## config.mk

```make
export PLATFORM = sky130hd
export DESIGN_NAME = uart_rx_fifo
export DESIGN_NICKNAME = d
export VERILOG_FILES = /design/src/rtl/uart_rx_fifo.sv
export SDC_FILE = /design/constraint.sdc
export NUM_CORES = 1
export LEC_CHECK = 0
export CAP_MARGIN = 20
export CORE_MARGIN = 2
export CORE_UTILIZATION = 50
export DETAILED_ROUTE_END_ITERATION = 7
export GPL_TIMING_DRIVEN = 0
export PLACE_DENSITY = 0.69
export SYNTH_ARGS = -nofsm -noshare
export SYNTH_HDL_FRONTEND = slang
export SYNTH_SLANG_ARGS = --single-unit
```

## constraint.sdc

```tcl
create_clock -name clk -period 4.13 [get_ports clk]
set_input_delay 0.826 -clock clk [delete_from_list [all_inputs] [get_ports clk]]
set_output_delay 0.826 -clock clk [all_outputs]
set_load 0.005 [all_outputs]
```

## src/rtl/uart_rx_fifo.sv

```systemverilog
// Parametrised serial receiver (5-8 data bits, optional parity, 1-2 stop bits)
// feeding a small receive FIFO drained through a valid/ready handshake.
module uart_rx_fifo #(
    parameter int unsigned CLK_HZ     = 50000000,
    parameter int unsigned BAUD       = 921600,
    parameter int unsigned DATA_BITS  = 8,
    parameter int unsigned PARITY     = 0,
    parameter int unsigned STOP_BITS  = 1,
    parameter int unsigned FIFO_DEPTH = 4
) (
    input  logic                          clk,
    input  logic                          rst,
    input  logic                          rx,
    output logic [DATA_BITS-1:0]          dout,
    output logic                          perr,
    output logic                          ferr,
    output logic                          valid,
    input  logic                          ready,
    output logic                          overrun,
    input  logic                          ovr_clr,
    output logic [$clog2(FIFO_DEPTH):0]   fifo_count
);

    localparam int unsigned DIV = CLK_HZ / BAUD;
    localparam int unsigned CW  = $clog2(DIV);
    localparam int unsigned AW  = $clog2(FIFO_DEPTH);
    localparam int unsigned EW  = DATA_BITS + 2;

    localparam logic [CW-1:0] CNT_MID   = CW'((DIV - 1) / 2);
    localparam logic [CW-1:0] CNT_END   = CW'(DIV - 1);
    localparam logic [2:0]    LAST_DATA = 3'(DATA_BITS - 1);
    localparam logic [2:0]    LAST_STOP = 3'(STOP_BITS - 1);
    localparam logic [AW:0]   FULL_CNT  = (AW + 1)'(FIFO_DEPTH);

    typedef enum logic [2:0] {StIdle, StStart, StData, StPar, StStop} state_e;

    logic                 rx_meta_q, rxs_q;
    state_e               state_q, state_d;
    logic [CW-1:0]        cnt_q, cnt_d;
    logic [2:0]           bit_q, bit_d;
    logic [DATA_BITS-1:0] data_q, data_d;
    logic                 perr_q, perr_d;
    logic                 ferr_q, ferr_d;
    logic                 line_high_q, line_high_d;
    logic                 push;
    logic [EW-1:0]        push_entry;

    logic [EW-1:0]        mem_q [FIFO_DEPTH];
    logic [EW-1:0]        mem_d [FIFO_DEPTH];
    logic [AW:0]          wr_q, wr_d, rd_q, rd_d;
    logic                 overrun_q, overrun_d;
    logic [AW:0]          count;
    logic                 full, pop, push_ok, ovr_set;

    // Two-flop synchroniser; idles high so reset never looks like a start bit.
    always_ff @(posedge clk or posedge rst) begin
        if (rst) begin
            rx_meta_q <= 1'b1;
            rxs_q     <= 1'b1;
        end else begin
            rx_meta_q <= rx;
            rxs_q     <= rx_meta_q;
        end
    end

    always_comb begin
        state_d     = state_q;
        cnt_d       = cnt_q;
        bit_d       = bit_q;
        data_d      = data_q;
        perr_d      = perr_q;
        ferr_d      = ferr_q;
        line_high_d = line_high_q;
        push        = 1'b0;
        unique case (state_q)
            StIdle: begin
                cnt_d = '0;
                // A new frame needs a falling edge, not just a low line after a break.
                if (line_high_q && !rxs_q) begin
                    state_d     = StStart;
                    line_high_d = 1'b0;
                end else if (rxs_q) begin
                    line_high_d = 1'b1;
                end
            end
            StStart: begin
                if (cnt_q == CNT_MID) begin
                    cnt_d = '0;
                    if (rxs_q) begin
                        state_d = StIdle;
                    end else begin
                        state_d = StData;
                        bit_d   = '0;
                        perr_d  = 1'b0;
                        ferr_d  = 1'b0;
                    end
                end else begin
                    cnt_d = cnt_q + CW'(1);
                end
            end
            StData: begin
                if (cnt_q == CNT_END) begin
                    cnt_d         = '0;
                    data_d[bit_q] = rxs_q;
                    if (bit_q == LAST_DATA) begin
                        bit_d   = '0;
                        state_d = (PARITY != 0) ? StPar : StStop;
                    end else begin
                        bit_d = bit_q + 3'd1;
                    end
                end else begin
                    cnt_d = cnt_q + CW'(1);
                end
            end
            StPar: begin
                if (cnt_q == CNT_END) begin
                    cnt_d   = '0;
                    bit_d   = '0;
                    state_d = StStop;
                    perr_d  = (PARITY == 1) ? ~(^data_q ^ rxs_q) : (^data_q ^ rxs_q);
                end else begin
                    cnt_d = cnt_q + CW'(1);
                end
            end
            StStop: begin
                if (cnt_q == CNT_END) begin
                    cnt_d  = '0;
                    ferr_d = ferr_q | ~rxs_q;
                    if (bit_q == LAST_STOP) begin
                        push        = 1'b1;
                        state_d     = StIdle;
                        line_high_d = rxs_q;
                    end else begin
                        bit_d = bit_q + 3'd1;
                    end
                end else begin
                    cnt_d = cnt_q + CW'(1);
                end
            end
            default: state_d = StIdle;
        endcase
    end

    assign push_entry = {perr_q, ferr_d, data_q};

    always_ff @(posedge clk or posedge rst) begin
        if (rst) begin
            state_q     <= StIdle;
            cnt_q       <= '0;
            bit_q       <= '0;
            data_q      <= '0;
            perr_q      <= 1'b0;
            ferr_q      <= 1'b0;
            line_high_q <= 1'b1;
        end else begin
            state_q     <= state_d;
            cnt_q       <= cnt_d;
            bit_q       <= bit_d;
            data_q      <= data_d;
            perr_q      <= perr_d;
            ferr_q      <= ferr_d;
            line_high_q <= line_high_d;
        end
    end

    // Pointers carry one extra wrap bit so full and empty are distinguishable.
    always_comb begin
        count     = wr_q - rd_q;
        valid     = (count != '0);
        full      = (count == FULL_CNT);
        pop       = valid & ready;
        push_ok   = push & (~full | pop);
        ovr_set   = push & full & ~pop;
        mem_d     = mem_q;
        if (push_ok) begin
            mem_d[wr_q[AW-1:0]] = push_entry;
        end
        wr_d      = wr_q + {{AW{1'b0}}, push_ok};
        rd_d      = rd_q + {{AW{1'b0}}, pop};
        overrun_d = ovr_set | (overrun_q & ~ovr_clr);
    end

    always_ff @(posedge clk or posedge rst) begin
        if (rst) begin
            for (int unsigned i = 0; i < FIFO_DEPTH; i++) begin
                mem_q[i] <= '0;
            end
            wr_q      <= '0;
            rd_q      <= '0;
            overrun_q <= 1'b0;
        end else begin
            mem_q     <= mem_d;
            wr_q      <= wr_d;
            rd_q      <= rd_d;
            overrun_q <= overrun_d;
        end
    end

    assign {perr, ferr, dout} = mem_q[rd_q[AW-1:0]];
    assign overrun            = overrun_q;
    assign fifo_count         = count;

endmodule

```

==> results of run 1 <==
[final cells by class]
class,count,area share (%)
Sequential cell,72,44.4
Timing Repair Buffer,20,5.35
Tap cell,96,2.95
Clock inverter,6,1.66
Multi-Input combinational cell,166,40.2
Inverter,15,1.44
Buffer,9,0.891
Clock buffer,10,3.14
[synth_stat cells (3+ instances only)]
| library cell | number |
|---|---|
| sky130_fd_sc_hd__a21oi_1 | 3 |
| sky130_fd_sc_hd__mux2_2 | 50 |
| sky130_fd_sc_hd__mux4_2 | 10 |
| sky130_fd_sc_hd__nor3b_1 | 3 |
| sky130_fd_sc_hd__inv_1 | 14 |
| sky130_fd_sc_hd__nand2b_1 | 5 |
| sky130_fd_sc_hd__ha_1 | 11 |
| sky130_fd_sc_hd__nor3_1 | 3 |
| sky130_fd_sc_hd__xnor2_1 | 8 |
| sky130_fd_sc_hd__nor2_1 | 6 |
| sky130_fd_sc_hd__o22ai_1 | 3 |
| sky130_fd_sc_hd__dfstp_2 | 3 |
| sky130_fd_sc_hd__dfrtp_1 | 69 |
| sky130_fd_sc_hd__xor2_1 | 3 |
| sky130_fd_sc_hd__nand3_1 | 7 |
| sky130_fd_sc_hd__o21ai_0 | 7 |
| sky130_fd_sc_hd__nand2_1 | 8 |
| sky130_fd_sc_hd__nor3_4 | 3 |
| sky130_fd_sc_hd__clkbuf_1 | 6 |
[power breakdown]
part | internal (W) | switching [W] | leakage [nW]
combinational | 0.0000843 | 0.000104 | 0.813
sequential | 0.000743 | 0.0000399 | 0.985
clock | 0.000281 | 0.000271 | 0.0929
[registers in the layout (all words and copies together) (netlist names)]
signal and flops:
line_high_q 1, rx_meta_q 1, cnt_q 6, bit_q 3, data_q 8, state_q 3, rxs_q 1, wr_q 3
overrun 1, ferr_q 1, rd_q 3, mem_q 40, perr_q 1
[through the flow]
step / area [um^2] / power, W / worst slack [ns] / cells
floorplan: 3530 / 0.000933 / 1.38 / 262
CTS: 4070 / 0.00154 / 0.736 / 394
global placement: 3840 / 0.000976 / 0.227 / 377
global route: 4070 / 0.00160 / 0.614 / 394
detailed placement: 3870 / 0.000984 / 1.12 / 378
finish: 4070 / 0.00152 / 0.801 / 394
[worst min path at each step]
| stage | from | slack, ns | end | cells after the start |
|---|---|---|---|---|
| floorplan | rx_meta_q$_DFF_PP1_ | 0.35 | rxs_q$_DFF_PP1_ | 0 |
| global placement | rx_meta_q$_DFF_PP1_ | 0.35 | rxs_q$_DFF_PP1_ | 0 |
| detailed placement | rx_meta_q$_DFF_PP1_ | 0.35 | rxs_q$_DFF_PP1_ | 0 |
| CTS | rx_meta_q$_DFF_PP1_ | 0.36 | rxs_q$_DFF_PP1_ | 0 |
| global route | rx_meta_q$_DFF_PP1_ | 0.37 | rxs_q$_DFF_PP1_ | 0 |
| finish | rx_meta_q$_DFF_PP1_ | 0.36 | rxs_q$_DFF_PP1_ | 0 |
[worst reg2reg max path, stage by stage, from the launching register on]
cell and delay [ns]:
sky130_fd_sc_hd__dfrtp_1 0.53, sky130_fd_sc_hd__inv_1 0.15, sky130_fd_sc_hd__ha_1 0.24, sky130_fd_sc_hd__fa_1 0.37, sky130_fd_sc_hd__xnor3_1 0.26, sky130_fd_sc_hd__or4_4 0.16, sky130_fd_sc_hd__nand4b_4 0.17, sky130_fd_sc_hd__nor3_4 0.57
sky130_fd_sc_hd__mux2_2 0.41
[cells by family (layout without fill, tap and decap cells)]
| logic type | Yosys count | in the layout |
|---|---|---|
| fa+ha+maj | 12 | 12 |
| simple gates | 54 | 54 |
| mux | 62 | 62 |
| compound gates | 26 | 26 |
| xor+xnor | 12 | 12 |
| buf+inv | 24 | 60 |
| flops | 72 | 72 |
[per-layer routing]
metal / up-vias / GRT usage, %
met1: 1107 / 25.8
li1: 1024 / -
met5: - / 0
met3: 8 / 3.11
met4: 0 / 9.92
met2: 38 / 28.4
==> impl_metrics.prom, run 1 <==
# TYPE chip_impl_metric gauge
chip_impl_info{name="outcome",value="completed"} 1
chip_impl_info{name="ctsRootBufferMaster",value="sky130_fd_sc_hd__clkbuf_8"} 1
chip_impl_info{name="crit_type",value="register to output port"} 1
chip_impl_metric{name="vias_per_cell",unit=""} 5.53
chip_impl_metric{name="vias_in_the_first_global_route",unit=""} 2191
chip_impl_metric{name="max-slew-margin-rel",unit="%"} 41.3
chip_impl_metric{name="synthesis.yosys.warnings",unit=""} 0
chip_impl_metric{name="post-cts-setup-buffer-count",unit=""} 0
chip_impl_metric{name="regArea",unit="um^2"} 1810
chip_impl_info{name="synth_top_family_by_area",value="multiplexers"} 1
chip_impl_metric{name="global_route.usage.total",unit="%"} 18.7
chip_impl_info{name="hp-class",value="register to register"} 1
chip_impl_metric{name="leakage_power",unit="nW"} 1.89
chip_impl_metric{name="core.rowCount",unit=""} 30
chip_impl_metric{name="cp_num_buf_inv",unit=""} 2
chip_impl_metric{name="final_util",unit="%"} 59.6
chip_impl_metric{name="detail_route.drc_violations",unit=""} 0
chip_impl_metric{name="detailed_place_hpwl",unit="um"} 4490
chip_impl_metric{name="die_w",unit="um"} 88.1
chip_impl_metric{name="peak_supply_drop",unit="mV"} 0.172
chip_impl_info{name="rr_startpoint",value="wr_q[0]$_DFF_PP0_"} 1
chip_impl_info{name="yosys_most_used_dff",value="sky130_fd_sc_hd__dfrtp_1"} 1
chip_impl_metric{name="totalNegativeSetupSlack",unit="ns"} 0
chip_impl_metric{name="critPathMaxFanout",unit=""} 10
chip_impl_metric{name="required",unit="ns"} 3.30
chip_impl_metric{name="drt-met1-wl",unit="um"} 3060
chip_impl_metric{name="worstRegToRegCells",unit=""} 8
chip_impl_metric{name="growth_of_design_area_from_synthesis_to_finish",unit="%"} 15.2
chip_impl_metric{name="worst_path_largest_cell_delay",unit="ns"} 0.68
chip_impl_metric{name="insertion_delay",unit="ns"} 0.35
chip_impl_metric{name="fp.coreArea",unit="um^2"} 6830
chip_impl_metric{name="post-synth-top-area-fraction",unit="%"} 48.8
chip_impl_metric{name="insertedDiodeCount",unit=""} 0
chip_impl_info{name="cts_tree",value="built"} 1
chip_impl_metric{name="detail_route.iter0.violations",unit=""} 112
chip_impl_metric{name="antenna_violations_before_repair",unit=""} 0
chip_impl_metric{name="report.final.slew_viol_count",unit=""} 0
chip_impl_metric{name="numPortBuffers",unit=""} 19
chip_impl_info{name="launch_point_of_the_worst_path",value="rd_q[0]$_DFF_PP0_"} 1
chip_impl_metric{name="synth.distinct_cells",unit=""} 49
chip_impl_metric{name="postSynthCellCount",unit=""} 262
chip_impl_metric{name="final_min_period_over_clock_period",unit="%"} 80.6
chip_impl_metric{name="globalRoute.totalOverflow",unit=""} 0
chip_impl_metric{name="synth-edff-count",unit=""} 0
chip_impl_metric{name="route.final.wire_length",unit="um"} 6350
chip_impl_metric{name="timing_worst_slew_pin_value",unit="ns"} 0.881
chip_impl_metric{name="worstSetupPathDepth",unit=""} 3
chip_impl_metric{name="reg2reg_slack",unit="ns"} 1.15
chip_impl_metric{name="clock_tree.buffer_depth",unit=""} 2
chip_impl_metric{name="max_capacitance_violation_count",unit=""} 0
chip_impl_metric{name="cp_data_arrival_time",unit="ns"} 2.50
chip_impl_metric{name="met2_wirelength",unit="um"} 3060
chip_impl_metric{name="power_per_cell_area",unit="nW/um^2"} 374
chip_impl_metric{name="yosys.area_share.xor_xnor",unit="%"} 3.36
chip_impl_info{name="cp_cell_sequence",value="clkbuf_1 > mux4_2 > clkdlybuf4s50_1"} 1
chip_impl_metric{name="synthAdderAreaFrac",unit="%"} 4.46
chip_impl_metric{name="ctsResizeCount",unit=""} 0
chip_impl_metric{name="die-area",unit="um^2"} 7760
chip_impl_info{name="cp-endpoint",value="dout[0]"} 1
chip_impl_metric{name="report.final.setup_viol",unit=""} 0
chip_impl_info{name="cp-end-kind",value="output port"} 1
chip_impl_metric{name="flops_latches_synth",unit=""} 72
chip_impl_metric{name="grt_start_max_net_pins",unit=""} 49
chip_impl_metric{name="vias",unit=""} 2177
chip_impl_metric{name="synth_simple_gate_area_share",unit="%"} 10.5
chip_impl_info{name="post-synth-top-area-cell",value="sky130_fd_sc_hd__dfrtp_1"} 1
chip_impl_info{name="route.top_layer_used",value="met4"} 1
chip_impl_metric{name="drive_above_1_share",unit="%"} 31.2
chip_impl_metric{name="max_freq",unit="MHz"} 300
chip_impl_metric{name="drtPass1Iterations",unit=""} 4
chip_impl_metric{name="multiInputGateArea",unit="um^2"} 1640
chip_impl_info{name="layout_commonest_cell",value="sky130_fd_sc_hd__dfrtp_1"} 1
chip_impl_metric{name="floorplan.die.height",unit="um"} 88.1
chip_impl_metric{name="postRouteAntennaNets",unit=""} 0
chip_impl_metric{name="clkSlewWorstSetupHoldPaths",unit="ns"} 0.08
chip_impl_metric{name="hold_viol",unit=""} 0
chip_impl_info{name="timing.critical_path.max_delay_family",value="buffers and inverters"} 1
chip_impl_info{name="yosys-top-cells-area",value="sky130_fd_sc_hd__dfrtp_1, sky130_fd_sc_hd__mux2_2, sky130_fd_sc_hd__mux4_2, sky130_fd_sc_hd__ha_1, sky130_fd_sc_hd__dfstp_2"} 1
chip_impl_info{name="critical_path.startpoint_type",value="register"} 1
chip_impl_metric{name="hold_ws",unit="ns"} 0.362
chip_impl_info{name="critical_path.reg2reg.endpoint",value="mem_q[24]$_DFFE_PP0P_"} 1
chip_impl_metric{name="nFillCells",unit=""} 567
chip_impl_metric{name="cts.sinks",unit=""} 72
chip_impl_info{name="most-common-layout-cells",value="sky130_fd_sc_hd__dfrtp_1, sky130_fd_sc_hd__mux2_2, sky130_fd_sc_hd__clkdlybuf4s50_1, sky130_fd_sc_hd__inv_1, sky130_fd_sc_hd__ha_1"} 1
chip_impl_metric{name="worst_clk_skew",unit="ns"} 0.0103
chip_impl_metric{name="pin_count",unit=""} 20
chip_impl_metric{name="synth_compound_area_share",unit="%"} 5.06
chip_impl_info{name="critical_path.slowest_cell",value="sky130_fd_sc_hd__clkbuf_1"} 1
chip_impl_info{name="rsz0062_at_grt",value="false"} 1
chip_impl_metric{name="period_minus_slack",unit="ns"} 3.33
chip_impl_metric{name="dr_wl_met3",unit="um"} 134
chip_impl_metric{name="synth.yosys.seq_area_share",unit="%"} 51.1
chip_impl_metric{name="gpl.final_weighted_congestion",unit=""} 0.851
chip_impl_metric{name="floorplan.initialDensity",unit="%"} 51.7
chip_impl_metric{name="synthMuxAreaShare",unit="%"} 22.9
chip_impl_metric{name="postSynth.asyncResetShare",unit="%"} 100
chip_impl_metric{name="design.final.nets",unit=""} 310
chip_impl_metric{name="mappedNetlistArea",unit="um^2"} 3530
chip_impl_metric{name="wl_per_cell",unit="um"} 16.1
chip_impl_metric{name="htreeDepth",unit=""} 3
chip_impl_metric{name="global_route_wire_length_before_repair",unit="um"} 10800
chip_impl_metric{name="synth_nets",unit=""} 279
chip_impl_metric{name="tritoncts.num_buffers",unit=""} 9
chip_impl_metric{name="post_synth.cell_area_avg",unit="um^2"} 13.5
chip_impl_metric{name="postCtsHoldBufs",unit=""} 0
Note: power is estimated with default switching activity, not from simulation.
==> run 2, diff against run 1 <==
Settings changed: PLACE_DENSITY 0.69 to 0.71.
Clock period 4.13 ns to 3 ns, I/O delays scaled along.
==> impl_metrics.prom, run 2 (synthesis results as in run 1) <==
# TYPE chip_impl_metric gauge
chip_impl_metric{name="comb_power_share",unit="%"} 12.4
chip_impl_metric{name="tritoncts.num_buffers",unit=""} 9
chip_impl_metric{name="clkSlewWorstSetupHoldPaths",unit="ns"} 0.07
chip_impl_metric{name="global_route_wire_length_before_repair",unit="um"} 10700
chip_impl_metric{name="power_switching",unit="W"} 0.000572
chip_impl_metric{name="detail_route.iter0.violations",unit=""} 139
chip_impl_metric{name="final_min_period_over_clock_period",unit="%"} 95.5
chip_impl_metric{name="cts.sinks",unit=""} 72
chip_impl_metric{name="cp_data_arrival_time",unit="ns"} 2.27
chip_impl_metric{name="floorplan.initialDensity",unit="%"} 51.7
chip_impl_info{name="crit_type",value="register to output port"} 1
chip_impl_metric{name="vias_in_the_first_global_route",unit=""} 2131
chip_impl_metric{name="postRouteAntennaNets",unit=""} 0
chip_impl_metric{name="sw_frac_of_total",unit="%"} 27.2
chip_impl_metric{name="power_per_cell_area",unit="nW/um^2"} 514
chip_impl_metric{name="max_reg_flops",unit=""} 40
chip_impl_metric{name="hold_viol",unit=""} 0
chip_impl_metric{name="finalInstanceArea",unit="um^2"} 4080
chip_impl_info{name="hp-class",value="register to register"} 1
chip_impl_metric{name="insertion_delay",unit="ns"} 0.34
chip_impl_info{name="layout_commonest_cell",value="sky130_fd_sc_hd__dfrtp_1"} 1
chip_impl_metric{name="detail_route.drc_violations",unit=""} 0
chip_impl_metric{name="insertedDiodeCount",unit=""} 0
chip_impl_metric{name="p_int",unit="W"} 0.00153
chip_impl_metric{name="drtPass1Iterations",unit=""} 4
chip_impl_info{name="most-common-layout-cells",value="sky130_fd_sc_hd__dfrtp_1, sky130_fd_sc_hd__mux2_2, sky130_fd_sc_hd__clkdlybuf4s50_1, sky130_fd_sc_hd__inv_1, sky130_fd_sc_hd__ha_1"} 1
chip_impl_info{name="cp-end-kind",value="output port"} 1
chip_impl_metric{name="report.final.slew_viol_count",unit=""} 0
chip_impl_metric{name="globalRoute.totalOverflow",unit=""} 0
chip_impl_info{name="ctsRootBufferMaster",value="sky130_fd_sc_hd__clkbuf_8"} 1
chip_impl_metric{name="worstRegToRegCells",unit=""} 7
chip_impl_metric{name="timing_worst_slew_pin_value",unit="ns"} 0.700
chip_impl_metric{name="period_minus_slack",unit="ns"} 2.87
chip_impl_metric{name="die_w",unit="um"} 88.1
chip_impl_metric{name="clkPwrFrac",unit="%"} 36.3
chip_impl_metric{name="layout_setup_ws",unit="ns"} 0.134
chip_impl_metric{name="grt_start_max_net_pins",unit=""} 73
chip_impl_metric{name="numPortBuffers",unit=""} 19
chip_impl_info{name="largest-register",value="mem_q"} 1
chip_impl_metric{name="antenna_violations_before_repair",unit=""} 0
chip_impl_metric{name="drive_above_1_share",unit="%"} 32.4
chip_impl_info{name="rr_startpoint",value="wr_q[1]$_DFF_PP0_"} 1
chip_impl_metric{name="vias",unit=""} 2102
chip_impl_metric{name="reg2reg_slack",unit="ns"} 0.28
chip_impl_metric{name="clock_tree.buffer_depth",unit=""} 2
chip_impl_info{name="holdPathEnd",value="rxs_q$_DFF_PP1_"} 1
chip_impl_metric{name="hold_depth",unit=""} 0
chip_impl_info{name="critical_path.startpoint_type",value="register"} 1
chip_impl_metric{name="route.final.wire_length",unit="um"} 6330
chip_impl_metric{name="global_route.usage.total",unit="%"} 18.4
chip_impl_metric{name="core.rowCount",unit=""} 30
chip_impl_metric{name="max-slew-margin-rel",unit="%"} 53.3
chip_impl_metric{name="die-area",unit="um^2"} 7760
chip_impl_metric{name="power.total",unit="W"} 0.00210
chip_impl_metric{name="post_dp_cell_area",unit="um^2"} 3870
chip_impl_metric{name="report.final.setup_viol",unit=""} 0
chip_impl_metric{name="worst_clk_skew",unit="ns"} 0.0127
chip_impl_metric{name="required",unit="ns"} 2.40
chip_impl_info{name="outcome",value="completed"} 1
chip_impl_metric{name="leakage_power",unit="nW"} 1.90
chip_impl_metric{name="gpl.final_weighted_congestion",unit=""} 0.807
chip_impl_metric{name="vias_per_cell",unit=""} 5.32
chip_impl_metric{name="seqPwrFrac",unit="%"} 51.3
chip_impl_metric{name="pin_count",unit=""} 20
chip_impl_metric{name="fp.coreArea",unit="um^2"} 6830
chip_impl_info{name="rsz0062_at_grt",value="false"} 1
chip_impl_metric{name="htreeDepth",unit=""} 3
chip_impl_metric{name="max_freq",unit="MHz"} 349
chip_impl_metric{name="peak_supply_drop",unit="mV"} 0.362
chip_impl_metric{name="wl_per_cell",unit="um"} 16.0
chip_impl_metric{name="floorplan.die.height",unit="um"} 88.1
chip_impl_metric{name="max_capacitance_violation_count",unit=""} 0
chip_impl_info{name="cts_tree",value="built"} 1
chip_impl_info{name="largestRegisters",value="mem_q: 40 flops, data_q: 8 flops, cnt_q: 6 flops"} 1
chip_impl_metric{name="placement.setup.worst_slack",unit="ns"} 0.0146
chip_impl_metric{name="nFillCells",unit=""} 565
chip_impl_metric{name="critPathMaxFanout",unit=""} 5
chip_impl_metric{name="design.final.nets",unit=""} 311
chip_impl_info{name="hold_path_startpoint",value="rx_meta_q$_DFF_PP1_"} 1
chip_impl_metric{name="detailed_place_hpwl",unit="um"} 4250
chip_impl_metric{name="postCtsHoldBufs",unit=""} 0
chip_impl_metric{name="totalNegativeSetupSlack",unit="ns"} 0
chip_impl_info{name="critical_path.reg2reg.endpoint",value="mem_q[24]$_DFFE_PP0P_"} 1
chip_impl_metric{name="growth_of_design_area_from_synthesis_to_finish",unit="%"} 15.5
==> run 2: repair_timing <==
item | 4_1_cts | 5_1_grt
endpoints found under the setup margin | 12 | 0
gates resized for setup | 3 | 0
setup buffers | 1 | 0
==> run 2: how the worst max path moves through the flow <==
stage | startpoint | slack [ns] | to | cells past startpoint
finish | wr_q[1]$_DFF_PP0_ | 0.13 | valid | 5
global route | wr_q[1]$_DFF_PP0_ | 0.009 | valid | 5
global placement | rst | -0.67 | mem_q[11]$_DFFE_PP0P_ | 2
CTS | wr_q[1]$_DFF_PP0_ | 0.11 | valid | 5
detailed placement | wr_q[0]$_DFF_PP0_ | 0.01 | mem_q[24]$_DFFE_PP0P_ | 8
floorplan | wr_q[0]$_DFF_PP0_ | 0.25 | wr_q[2]$_DFF_PP0_ | 10
==> run 2: stage by stage <==
step,cells,util [%],hold WS [ns]
after global routing,395,59.8,0.363
after floorplan,262,-,0.345
final,395,59.8,0.360
after detailed placement,378,56.7,0.348
after CTS,395,59.8,0.362
after global placement,377,56.3,0.347
==> run 2: cell type report <==
class                   count  area, um^2  area share (%)
well taps                  96         120            2.94
clock buffers              10         128            3.13
inverters                  15        58.8            1.44
flip-flops and latches     72        1810            44.3
repair buffers             21         225            5.52
multi-input cells         166        1640            40.1
clock inverters             6        68.8            1.69
plain buffers               9        37.5           0.919
==> run 2: power groups by stage <==
stage / Clock [W] / Combinational [W] / Sequential, W
finish: 0.000761 / 0.000261 / 0.00108
global route: 0.000838 / 0.000299 / 0.00109
CTS: 0.000785 / 0.000263 / 0.00108
detailed placement: 0 / 0.000260 / 0.00109
global placement: 0 / 0.000250 / 0.00109
floorplan: 0 / 0.000204 / 0.00108
==> run 2: critical path, cell delays in order (launching register included) <==
cell	delay, ns
sky130_fd_sc_hd__dfrtp_2	0.48
sky130_fd_sc_hd__inv_1	0.14
sky130_fd_sc_hd__fa_1	0.46
sky130_fd_sc_hd__xnor3_1	0.23
sky130_fd_sc_hd__nand3_1	0.11
sky130_fd_sc_hd__clkdlybuf4s50_1	0.51
==> run 2: per-layer routing <==
layer	share of wire [%]	up-vias	routed length, um	GRT usage, %
met5	0	-	0	0
met4	1.1	0	70	6.47
met3	2.4	7	155	4.52
met2	46	28	2890	27.5
met1	51	1043	3210	26.6
li1	-	1024	-	-
==> run 3, diff against run 2 <==
Settings changed: CORE_MARGIN 2 to 3.
==> impl_metrics.prom, run 3 (synthesis results as in run 1) <==
# TYPE chip_impl_metric gauge
chip_impl_metric{name="report.final.slew_viol_count",unit=""} 0
chip_impl_metric{name="max_capacitance_violation_count",unit=""} 0
chip_impl_metric{name="globalRoute.totalOverflow",unit=""} 0
chip_impl_info{name="rsz0062_at_grt",value="false"} 1
chip_impl_metric{name="final_util",unit="%"} 59.5
chip_impl_metric{name="grt_start_max_net_pins",unit=""} 73
chip_impl_metric{name="fp.coreArea",unit="um^2"} 6830
chip_impl_metric{name="floorplan.die.height",unit="um"} 90.1
chip_impl_metric{name="peak_supply_drop",unit="mV"} 0.350
chip_impl_info{name="cts_tree",value="built"} 1
chip_impl_metric{name="drtPass1Iterations",unit=""} 4
chip_impl_metric{name="required",unit="ns"} 2.40
chip_impl_metric{name="gpl.final_weighted_congestion",unit=""} 0.787
chip_impl_metric{name="finalNonFillerCells",unit=""} 394
chip_impl_metric{name="leakage_power",unit="nW"} 1.89
chip_impl_metric{name="insertion_delay",unit="ns"} 0.35
chip_impl_metric{name="worst_clk_skew",unit="ns"} 0.0129
chip_impl_metric{name="clkSlewWorstSetupHoldPaths",unit="ns"} 0.08
chip_impl_metric{name="tritoncts.num_buffers",unit=""} 9
chip_impl_metric{name="growth_of_design_area_from_synthesis_to_finish",unit="%"} 15.0
chip_impl_metric{name="period_minus_slack",unit="ns"} 2.88
chip_impl_metric{name="insertedDiodeCount",unit=""} 0
chip_impl_metric{name="postRouteAntennaNets",unit=""} 0
chip_impl_metric{name="htreeDepth",unit=""} 3
chip_impl_metric{name="vias_per_cell",unit=""} 5.38
chip_impl_metric{name="seqPwrFrac",unit="%"} 50.9
chip_impl_metric{name="detailed_place_hpwl",unit="um"} 4230
chip_impl_metric{name="design.final.nets",unit=""} 310
chip_impl_metric{name="timing_worst_slew_pin_value",unit="ns"} 0.866
chip_impl_metric{name="comb_power_share",unit="%"} 12.0
chip_impl_metric{name="power_switching",unit="W"} 0.000572
chip_impl_metric{name="route.final.wire_length",unit="um"} 6410
chip_impl_metric{name="max_reg_flops",unit=""} 40
chip_impl_metric{name="global_route_wire_length_before_repair",unit="um"} 10600
chip_impl_metric{name="floorplan.initialDensity",unit="%"} 51.7
chip_impl_metric{name="detail_route.drc_violations",unit=""} 0
chip_impl_metric{name="hold_viol",unit=""} 0
chip_impl_info{name="largest-register",value="mem_q"} 1
chip_impl_metric{name="cts.sinks",unit=""} 72
chip_impl_metric{name="report.final.setup_viol",unit=""} 0
chip_impl_metric{name="wl_per_cell",unit="um"} 16.3
chip_impl_info{name="cp-end-kind",value="output port"} 1
chip_impl_metric{name="antenna_violations_before_repair",unit=""} 0
chip_impl_metric{name="power_per_cell_area",unit="nW/um^2"} 521
chip_impl_metric{name="max-slew-margin-rel",unit="%"} 42.3
chip_impl_info{name="most-common-layout-cells",value="sky130_fd_sc_hd__dfrtp_1, sky130_fd_sc_hd__mux2_2, sky130_fd_sc_hd__clkdlybuf4s50_1, sky130_fd_sc_hd__inv_1, sky130_fd_sc_hd__ha_1"} 1
chip_impl_info{name="hp-class",value="register to register"} 1
chip_impl_metric{name="layout_setup_ws",unit="ns"} 0.123
chip_impl_metric{name="drive_above_1_share",unit="%"} 32.6
chip_impl_metric{name="clock_tree.buffer_depth",unit=""} 2
chip_impl_info{name="layout_commonest_cell",value="sky130_fd_sc_hd__dfrtp_1"} 1
chip_impl_metric{name="max_freq",unit="MHz"} 348
chip_impl_metric{name="detail_route.iter0.violations",unit=""} 131
chip_impl_info{name="critical_path.startpoint_type",value="register"} 1
chip_impl_metric{name="vias",unit=""} 2119
chip_impl_metric{name="cp_data_arrival_time",unit="ns"} 2.28
chip_impl_metric{name="sw_frac_of_total",unit="%"} 27.0
chip_impl_info{name="largestRegisters",value="mem_q: 40 flops, data_q: 8 flops, cnt_q: 6 flops"} 1
chip_impl_metric{name="global_route.usage.total",unit="%"} 16.7
chip_impl_metric{name="vias_in_the_first_global_route",unit=""} 2091
chip_impl_metric{name="numPortBuffers",unit=""} 19
chip_impl_metric{name="die-area",unit="um^2"} 8110
chip_impl_metric{name="drt-met1-wl",unit="um"} 3150
chip_impl_metric{name="die_w",unit="um"} 90.1
chip_impl_info{name="route.top_layer_used",value="met4"} 1
chip_impl_metric{name="hold_ws",unit="ns"} 0.357
chip_impl_metric{name="clkPwrFrac",unit="%"} 37.1
chip_impl_metric{name="dr_wl_met3",unit="um"} 291
chip_impl_metric{name="critPathMaxFanout",unit=""} 10
chip_impl_info{name="ctsRootBufferMaster",value="sky130_fd_sc_hd__clkbuf_8"} 1
chip_impl_metric{name="core.rowCount",unit=""} 30
chip_impl_metric{name="placement.setup.worst_slack",unit="ns"} 0.0173
chip_impl_metric{name="met2_wirelength",unit="um"} 2850
chip_impl_info{name="crit_type",value="register to output port"} 1
chip_impl_info{name="outcome",value="completed"} 1
chip_impl_metric{name="pin_count",unit=""} 20
chip_impl_metric{name="final_min_period_over_clock_period",unit="%"} 95.9
chip_impl_metric{name="placed_cells",unit=""} 377
chip_impl_metric{name="p_int",unit="W"} 0.00154
[run 3: timing repair]
| action | CTS | global route |
|---|---|---|
| resized for setup | 2 | 1 |
| pin swaps | 0 | 0 |
| hold buffers | 0 | 0 |
| endpoints found under the setup margin | 13 | 19 |
| setup buffers | 1 | 0 |
[run 3: final timing paths]
check,cells past startpoint,startpoint,slack (ns),end
setup reg to reg,7,wr_q[1]$_DFF_PP0_,0.28,mem_q[24]$_DFFE_PP0P_
hold / removal,0,rx_meta_q$_DFF_PP1_,0.36,rxs_q$_DFF_PP1_
setup / recovery,3,rd_q[1]$_DFF_PP0_,0.12,dout[5]
hold reg to reg,0,rx_meta_q$_DFF_PP1_,0.36,rxs_q$_DFF_PP1_
min in group asynchronous,2,rst,0.79,cnt_q[0]$_DFFE_PP0P_
max in group asynchronous,2,rst,1.60,wr_q[1]$_DFF_PP0_
[run 3: final cells by class]
cell class | instances | area [um^2]
Tap cell | 96 | 120
Timing Repair Buffer | 20 | 198
Fill cell | 571 | 2770
Multi-Input combinational cell | 166 | 1640
Buffer | 9 | 37.5
Clock inverter | 6 | 67.6
Sequential cell | 72 | 1810
Inverter | 15 | 58.8
Clock buffer | 10 | 138
[run 3: through the flow]
step	power [W]	TNS (ns)	instance area, um^2
2_1_floorplan	0.00128	0	3530
3_3_place_gp	0.00134	-44.00	3840
3_5_place_dp	0.00135	0	3850
4_1_cts	0.00214	0	4060
5_1_grt	0.00222	0	4060
6_report	0.00212	0	4060
[run 3: power by group through the flow]
stage,logic (W),registers (W),clock network (W)
finish,0.000253,0.00108,0.000785
global route,0.000290,0.00109,0.000843
CTS,0.000255,0.00108,0.000803
detailed placement,0.000256,0.00110,0
global placement,0.000248,0.00109,0
floorplan,0.000204,0.00108,0
[run 3: critical path, stage by stage (launching register included)]
cell                              delay (ns)
sky130_fd_sc_hd__dfrtp_1                0.41
sky130_fd_sc_hd__buf_1                  0.63
sky130_fd_sc_hd__mux4_2                 0.42
sky130_fd_sc_hd__clkdlybuf4s50_1        0.47
[run 3: routing by layer]
metal	global-route usage, %	vias up
met5	0	-
met4	7.65	0
met3	3.01	9
met2	24.3	32
met1	24.4	1063
li1	-	1015
